===== src/rtl/ascii_dec_load_ctrl.sv =====
// ASCII decimal number accumulator: converts a digit stream ending in TERM_CHAR into an
// 8-bit value, pulses a one-cycle load into the downstream register, then presents result/status.
module ascii_dec_load_ctrl #(
   parameter int          MAX_DIGITS = 3,
   parameter logic [7:0]  TERM_CHAR  = 8'h0D
) (
   input  logic       clk,
   input  logic       reset,
   input  logic       in_valid,
   input  logic [7:0] in_data,
   output logic       in_ready,
   output logic       en_reg,
   output logic [7:0] reg_data,
   output logic       out_valid,
   output logic [7:0] out_data,
   output logic [1:0] out_err,
   input  logic       out_ready,
   output logic       busy
);

   // Handshakes: a character moves when in_valid & in_ready are both high at a rising edge;
   // a result moves when out_valid & out_ready are both high. Data is held until it moves.

   localparam int CW = $clog2(MAX_DIGITS + 1);

   localparam logic [1:0] ERR_NONE = 2'b00;
   localparam logic [1:0] ERR_CHAR = 2'b01;
   localparam logic [1:0] ERR_OVF  = 2'b10;

   typedef enum logic [2:0] {
      S_IDLE  = 3'd0,
      S_ACCUM = 3'd1,
      S_FLUSH = 3'd2,
      S_LOAD  = 3'd3,
      S_DONE  = 3'd4
   } state_t;

   state_t          state_q, state_d;
   logic [7:0]      acc_q, acc_d;
   logic [CW-1:0]   cnt_q, cnt_d;
   logic [1:0]      err_q, err_d;

   logic            xfer_in;
   logic            is_digit;
   logic            is_term;
   logic [7:0]      digit_full;
   logic [3:0]      digit;
   logic [11:0]     nxt;
   logic            ovf;

   assign is_digit   = (in_data >= 8'h30) && (in_data <= 8'h39);
   assign is_term    = (in_data == TERM_CHAR);
   assign digit_full = in_data - 8'h30;
   assign digit      = digit_full[3:0];
   // Wide enough that acc*10+d can never wrap, so the range check is exact.
   assign nxt        = (12'(acc_q) * 12'd10) + 12'(digit);
   assign ovf        = (nxt > 12'd255) || (cnt_q == CW'(MAX_DIGITS));

   // Outputs decode the registered state only; reset forces everything quiet.
   always_comb begin
      in_ready  = 1'b0;
      en_reg    = 1'b0;
      reg_data  = 8'h00;
      out_valid = 1'b0;
      out_data  = 8'h00;
      out_err   = ERR_NONE;
      busy      = 1'b0;
      if (!reset) begin
         in_ready  = (state_q == S_IDLE) || (state_q == S_ACCUM) || (state_q == S_FLUSH);
         en_reg    = (state_q == S_LOAD);
         reg_data  = (state_q == S_LOAD) ? acc_q : 8'h00;
         out_valid = (state_q == S_DONE);
         out_data  = ((state_q == S_DONE) && (err_q == ERR_NONE)) ? acc_q : 8'h00;
         out_err   = (state_q == S_DONE) ? err_q : ERR_NONE;
         busy      = (state_q != S_IDLE);
      end
   end

   assign xfer_in = in_valid && in_ready;

   always_comb begin
      state_d = state_q;
      acc_d   = acc_q;
      cnt_d   = cnt_q;
      err_d   = err_q;
      case (state_q)
         S_IDLE: begin
            if (xfer_in) begin
               if (is_digit) begin
                  acc_d   = {4'h0, digit};
                  cnt_d   = CW'(1);
                  state_d = S_ACCUM;
               end else if (!is_term) begin
                  err_d   = ERR_CHAR;
                  state_d = S_FLUSH;
               end
            end
         end
         S_ACCUM: begin
            if (xfer_in) begin
               if (is_digit) begin
                  if (ovf) begin
                     err_d   = ERR_OVF;
                     state_d = S_FLUSH;
                  end else begin
                     acc_d = nxt[7:0];
                     cnt_d = cnt_q + CW'(1);
                  end
               end else if (is_term) begin
                  state_d = S_LOAD;
               end else begin
                  err_d   = ERR_CHAR;
                  state_d = S_FLUSH;
               end
            end
         end
         // Error already latched; swallow the rest of the number up to its terminator.
         S_FLUSH: begin
            if (xfer_in && is_term) begin
               state_d = S_DONE;
            end
         end
         S_LOAD: begin
            state_d = S_DONE;
         end
         S_DONE: begin
            if (out_ready) begin
               acc_d   = 8'h00;
               cnt_d   = '0;
               err_d   = ERR_NONE;
               state_d = S_IDLE;
            end
         end
         default: begin
            state_d = S_IDLE;
         end
      endcase
   end

   always_ff @(posedge clk) begin
      if (reset) begin
         state_q <= S_IDLE;
         acc_q   <= 8'h00;
         cnt_q   <= '0;
         err_q   <= ERR_NONE;
      end else begin
         state_q <= state_d;
         acc_q   <= acc_d;
         cnt_q   <= cnt_d;
         err_q   <= err_d;
      end
   end

endmodule


===== config.mk =====
export PLATFORM = sky130hd
export DESIGN_NAME = ascii_dec_load_ctrl
export DESIGN_NICKNAME = d
export VERILOG_FILES = /design/src/rtl/ascii_dec_load_ctrl.sv
export SDC_FILE = /design/constraint.sdc
export NUM_CORES = 1
export LEC_CHECK = 0
export ABC_AREA = 1
export BUFFER_PORTS_ARGS = -buffer_cell sky130_fd_sc_hd__buf_2
export CORE_ASPECT_RATIO = 1.75
export CORE_MARGIN = 3
export CORE_UTILIZATION = 55
export DETAILED_ROUTE_END_ITERATION = 16
export MAX_ROUTING_LAYER = met4
export PLACE_DENSITY = 0.8
export SYNTH_ARGS = -nofsm -noshare
export SYNTH_HDL_FRONTEND = slang
export SYNTH_SLANG_ARGS = --single-unit
export TNS_END_PERCENT = 10

===== constraint.sdc =====
create_clock -name clk -period 2.8 [get_ports clk]
set_input_delay 0.14 -clock clk [delete_from_list [all_inputs] [get_ports clk]]
set_output_delay 0.14 -clock clk [all_outputs]
set_load 0.02 [all_outputs]

[Yosys cells after proc, flatten, opt, wreduce, memory -nomap -nowiden]
Index checks and enable logic that the tools add are counted.
Operators by class
  add/subtract/negate cells: 3
  multiply operators: 1
  order comparisons: 3
  mux-type cells: 41
  equality and inequality tests: 16
  reductions and logical operators: 14
Operators by type and width (count)
  two-way mux 8 bit: 10
  two-way mux 2 bit: 14
  two-way mux 3 bit: 8
  case mux 8 bit (3 select lines): 1
  case mux 3 bit (5 select lines): 1
  inequality test 2 bit, second input constant: 7
  adder 12 x 4 -> 12 bit: 1
  > comparator 12 x 8 -> 1 bit, second input constant: 1
  case mux 2 bit (3 select lines): 2
  AND reduction 6 bit: 2
  multiplier 8 x 3 -> 11 bit, second input constant: 1
  equality test 8 x 4 -> 1 bit, second input constant: 1
  greater-or-equal comparator 8 x 6 -> 1 bit, second input constant: 1
  <= comparator 8 x 6 -> 1 bit, second input constant: 1
  AND reduction 7 bit: 1
  equality test 3 x 2 -> 1 bit, second input constant: 2
  inequality test 3 bit, second input constant: 2
  nonzero test 3 bit: 2
  two-way mux 1 bit: 5
  logical AND 1 bit: 4
  subtractor 4 x 1 -> 4 bit, second input constant: 1
  equality test 3 x 1 -> 1 bit, second input constant: 1
  equality test 3 bit, second input constant: 1
  zero test 3 bit: 1
  5 further kinds: 7
Storage, ports and cells
  output and inout bits: 22
  word-level logic and storage cells: 82
  register bits after elaboration: 15
  input bits: 12

[Depth between registers and ports, before layout]
  word-level depth: 8
  mapped depth: 18
  mapped depth without buffers: 18

[Worst setup path after synthesis]
OpenSTA, ideal clock, no wires.
  path kind: reg-to-reg
  start point: register acc_q[1]
  end point: register acc_q[0]
  path buffers: 0
  data required time: 2.736 ns
  path slack: 0.279 ns
  arrival: 2.457 ns
  period minus slack after synthesis: 2.521 ns
  setup time: 0.064 ns
  stages on the path, launching flop included: 18
  cells stage by stage: dfxtp_1 -> ha_1 -> ha_1 -> inv_1 -> fa_1 -> nor2_1 -> nand3_2 -> nor2_1 -> nand2_1 -> nand2_1 -> nand2_2 -> nor2_4 -> nand3_2 -> nand2_2 -> nand3_4 -> nand2_1 -> inv_1 -> nor2_1
On the way
  longest elaborated chain between the ends: 6
Ends and longest elaborated chain
  start: declaration: line 39  | logic [7:0] acc_q, acc_d;
  start signal: assignment: line 143  | acc_q <= 8'h00;
  start signal: assignment: line 148  | acc_q <= acc_d;
  multiplier 8 x 3 -> 11 bit: line 56  | assign nxt = (12'(acc_q) * 12'd10) + 12'(digit);
  adder 12 x 4 -> 12 bit: line 56
  > comparator 12 x 8 -> 1 bit: line 57  | assign ovf = (nxt > 12'd255) || (cnt_q == CW'(MAX_DIGITS));
  logical OR 1 bit: line 57
  inequality test 2 bit (no line)
  AND reduction 7 bit (no line)
No other way between the ends.
A chain may end at the register's enable or synchronous reset.

[Worst setup path in the final report]
Same ends and word-level chain as after synthesis.

==> key figures <==
Clock network
  • Post-CTS Hold Buffers: 0
  • CTS HTree Levels: 1
  • Clock transition at path regs: approximately 0.07 ns
  • Total CTS buffers: 3
  • Clock Tree Root: clkbuf_8
  • Clock latency on the worst-skew pair: 0.25 ns
  • Sink Count: 15
  • Max Root-Sink Buffers: 2
  • TritonCTS clock tree: built

Synth
  • Post-synthesis register bit count: 15
  • Mapped Nets: about 310
  • Avg Cell Area, Syn: ~5.9 µm²
  • Compound-cell area share of the yosys netlist: between 7 and 8%
  • Post-synthesis mux area share: 0%
  • Yosys top cell by area: dfxtp_1
  • Async S/R FF share, synth: 0%
  • Count of cell types in the netlist: 30
  • Area share of fa/ha/maj cells after synthesis: about 14%
  • Simple-gate share of the synthesized area: 47.05%
  • Ys flop type: dfxtp_1
  • YS warnings: 0
  • Share of Yosys cell area claimed by the top area cell type: between 10% and 20%
  • Synthesized area: roughly 1700 µm²
  • Syn Inst Count: approximately 280
  • Main area contributors after synthesis: dfxtp_1 18%, nand2_1 15%, ha_1 12%
  • Post-synth EDFFs: 0
  • Combinational family with the most area after synthesis: simple AND/OR/NAND/NOR gates
  • Most common library cells after synthesis: 66 x nand2_1, 49 x inv_1, 48 x nor2_1
  • Synth Area in XOR/XNOR: ~1.0%
  • Sequential share of the synthesized area: 17.90%
  • Most frequent cell after synthesis: nand2_1

Routing
  • DRC errors left: 0
  • Drt total wl: ~4500 µm
  • Post-route ant nets: 0
  • Mean number of vias per cell: about 5.5
  • Vias: roughly 1,900
  • Drt first pass iters: 4
  • Wire per inst: ~13 µm
  • Drt initial violations: between 40 and 50

STA
  • Clock skew: between 0.005 and 0.006 ns
  • Tcrit/Tclk final: 94.26%
  • Min cycle time layout: 2.639 ns
  • Endpoints failing hold: 0
  • Slew Limit Fails: 0
  • Slew @ Worst Pin: slightly below 0.5 ns
  • Rel. slew slack: approximately two thirds
  • Max Clock Freq: 0.3789 GHz
  • Setup Viol. Count Final: 0
  • Hold slack: 0.2010 ns

Min path
  • Min-Delay Path Class: in -> reg
  • Worst hold path endpoint: state_q[2]
  • Hold Crit Depth: 3
  • Hold Crit Start: out_ready

GRT
  • GRT Util Overall: around a quarter
  • Largest net degree at the start of global routing: 16
  • Global-route wire length before repair: slightly above 7000 µm
  • Vias in the first global route: 1,775
  • Initial antenna violation count: 0
  • Gr ovfl total: 0

Worst setup path
  • Worst path bufs/invs: 2
  • R2r endpoint: acc_q[0]
  • Worst Path Max Fanout: 7
  • Largest stage delay, worst path: approximately 0.47 ns
  • FF-to-FF Start: acc_q[1]
  • Crit-path slowest cell: fa_2
  • Reg2reg setup slack: ~0.16 ns
  • Levels on crit path: 17
  • CP Capture Type: register
  • Crit-path leading delay family: simple AND/OR/NAND/NOR gates
  • Critical-path cell list: ha_4 -> ha_4 -> inv_2 -> fa_2 -> nor2_2 -> nand3_2 -> nor2_2 -> nand2_1 -> nand2_1 -> nand2_2 -> nor2_4 -> nand3_4 -> nand2_8 -> nand3_4 -> nand2_2 -> inv_1 -> nor2_1
  • WS Path Type: reg -> reg
  • Worst r2r path cells: 17
  • Critical Path RT: between 2 and 3 ns
  • Startpoint types: register
  • Worst Path Arrival: roughly 2.8 ns

Flow run
  • Max Cap Viol: 0

Pwr
  • Leakage power: 0.001113 µW
  • Total power: around 1300 µW
  • VDD IR-drop max: 0.4396 mV
  • Cell Pwr Density: about 620 nW/µm²

Floorplanning
  • Die height: 79.07 µm
  • Chip width: between 40 and 50 µm
  • I/O pins: 34
  • Die area: around 3800 µm²
  • Cell row count: 25
  • Area of the core: 2815 µm²
  • Initial Util: between 50% and 60%

Place
  • Post-DP Area: ~1900 µm²
  • Final Wtd Congestion: roughly 0.9
  • Dpl cells: roughly 340
  • DP Wirelength: roughly 3500 µm
  • PortBufs: 33

Run status
  • Status: finished, final reports clean

Final layout
  • Non-Filler Instances: roughly 350
  • Final #Nets: 350
  • Finished Cell Area: 2021 µm²
  • Fillers: 266
  • # diodes: 0
  • Layout cells sized above 1: 22.26%
  • Synthesis-to-finish area growth: 20.43%
-- layout make-up --
type,count,area [µm²],area share (%)
multi-input combinational,213,1267,62.72
sequential,15,305.3,15.11
inverter,54,202.7,10.03
timing repair buffer,33,165.2,8.173
clock buffer,3,41.29,2.043
tap,27,33.78,1.672
clock inverter,1,5.005,0.2477
-- worst max-delay path by stage --
stage | start | end | slack, ns
finish | acc_q[1] | acc_q[0] | 0.16
global route | acc_q[2] | acc_q[0] | -0.06
CTS | acc_q[1] | acc_q[0] | 0.01
detailed placement | acc_q[1] | acc_q[0] | 0.04
global placement | acc_q[1] | acc_q[6] | 0.12
floorplan | acc_q[1] | acc_q[0] | 0.28
-- registers in the layout, indices dropped and copies added, names as in the netlist --
register and cells:
acc_q 8, state_q 3, cnt_q 2, err_q 2
-- layer usage --
layer / global-route usage (%) / vias to the layer above / share of wire (%)
met5: - / - / 0
met4: 9.973 / 0 / 3.3
met3: 2.721 / 16 / 4.2
met2: 46.42 / 56 / 55
met1: 27.31 / 844 / 38
li1: - / 971 / -
-- worst reg2reg max path, stage by stage, from the launching register on --
cell and delay (ns):
dfxtp_4 0.36, ha_4 0.24, ha_4 0.16, inv_2 0.05
fa_2 0.47, nor2_2 0.12, nand3_2 0.10, nor2_2 0.10
nand2_1 0.08, nand2_1 0.08, nand2_2 0.07, nor2_4 0.16
nand3_4 0.12, nand2_8 0.11, nand3_4 0.12, nand2_2 0.10
inv_1 0.04, nor2_1 0.09
-- stage by stage --
step | utilization, % | setup TNS (ns) | worst slack (ns)
finish | 71.78 | 0 | 0.1607
global route | 71.78 | -0.2492 | -0.05674
CTS | 68.04 | 0 | 0.01041
detailed placement | 66.40 | 0 | 0.04021
global placement | 66.40 | 0 | 0.1193
floorplan | - | 0 | 0.2792
-- repair_timing --
item | in CTS | in global routing
endpoints found under the setup margin | 0 | 15
hold endpoints to repair | 0 | 0
buffers inserted | 0 | 0
gates resized for setup | 0 | 20
-- cell families (layout without fill, tap and decap cells) --
group	count (synthesis)	count (layout)
compound gates	21	21
xor+xnor	2	2
fa+ha+maj	18	18
buf+inv	56	91
flops	15	15
simple gates	171	172
-- cells in the final DEF, fill, tap and decap left out, types with 2 or more instances in the layout --
master,instances
nand2_1,64
inv_1,48
nor2_1,46
buf_2,33
nand3_1,19
ha_1,14
dfxtp_1,13
nor3_1,11
a21oi_1,10
nand4_1,7
inv_2,6
o21ai_0,6
nand2_2,5
nand3_2,3
nor2_4,3
nand3_4,3
clkbuf_8,3
nor3_2,2
nor2_2,2
or2_2,2
nand3b_1,2
ha_4,2
-- power by group --
part           total [µW]  switching (µW)  internal, µW
logic                 743             473           271
registers             329            59.3           269
clock network         179            80.2          98.6
Power figures use the tool's default switching activity.
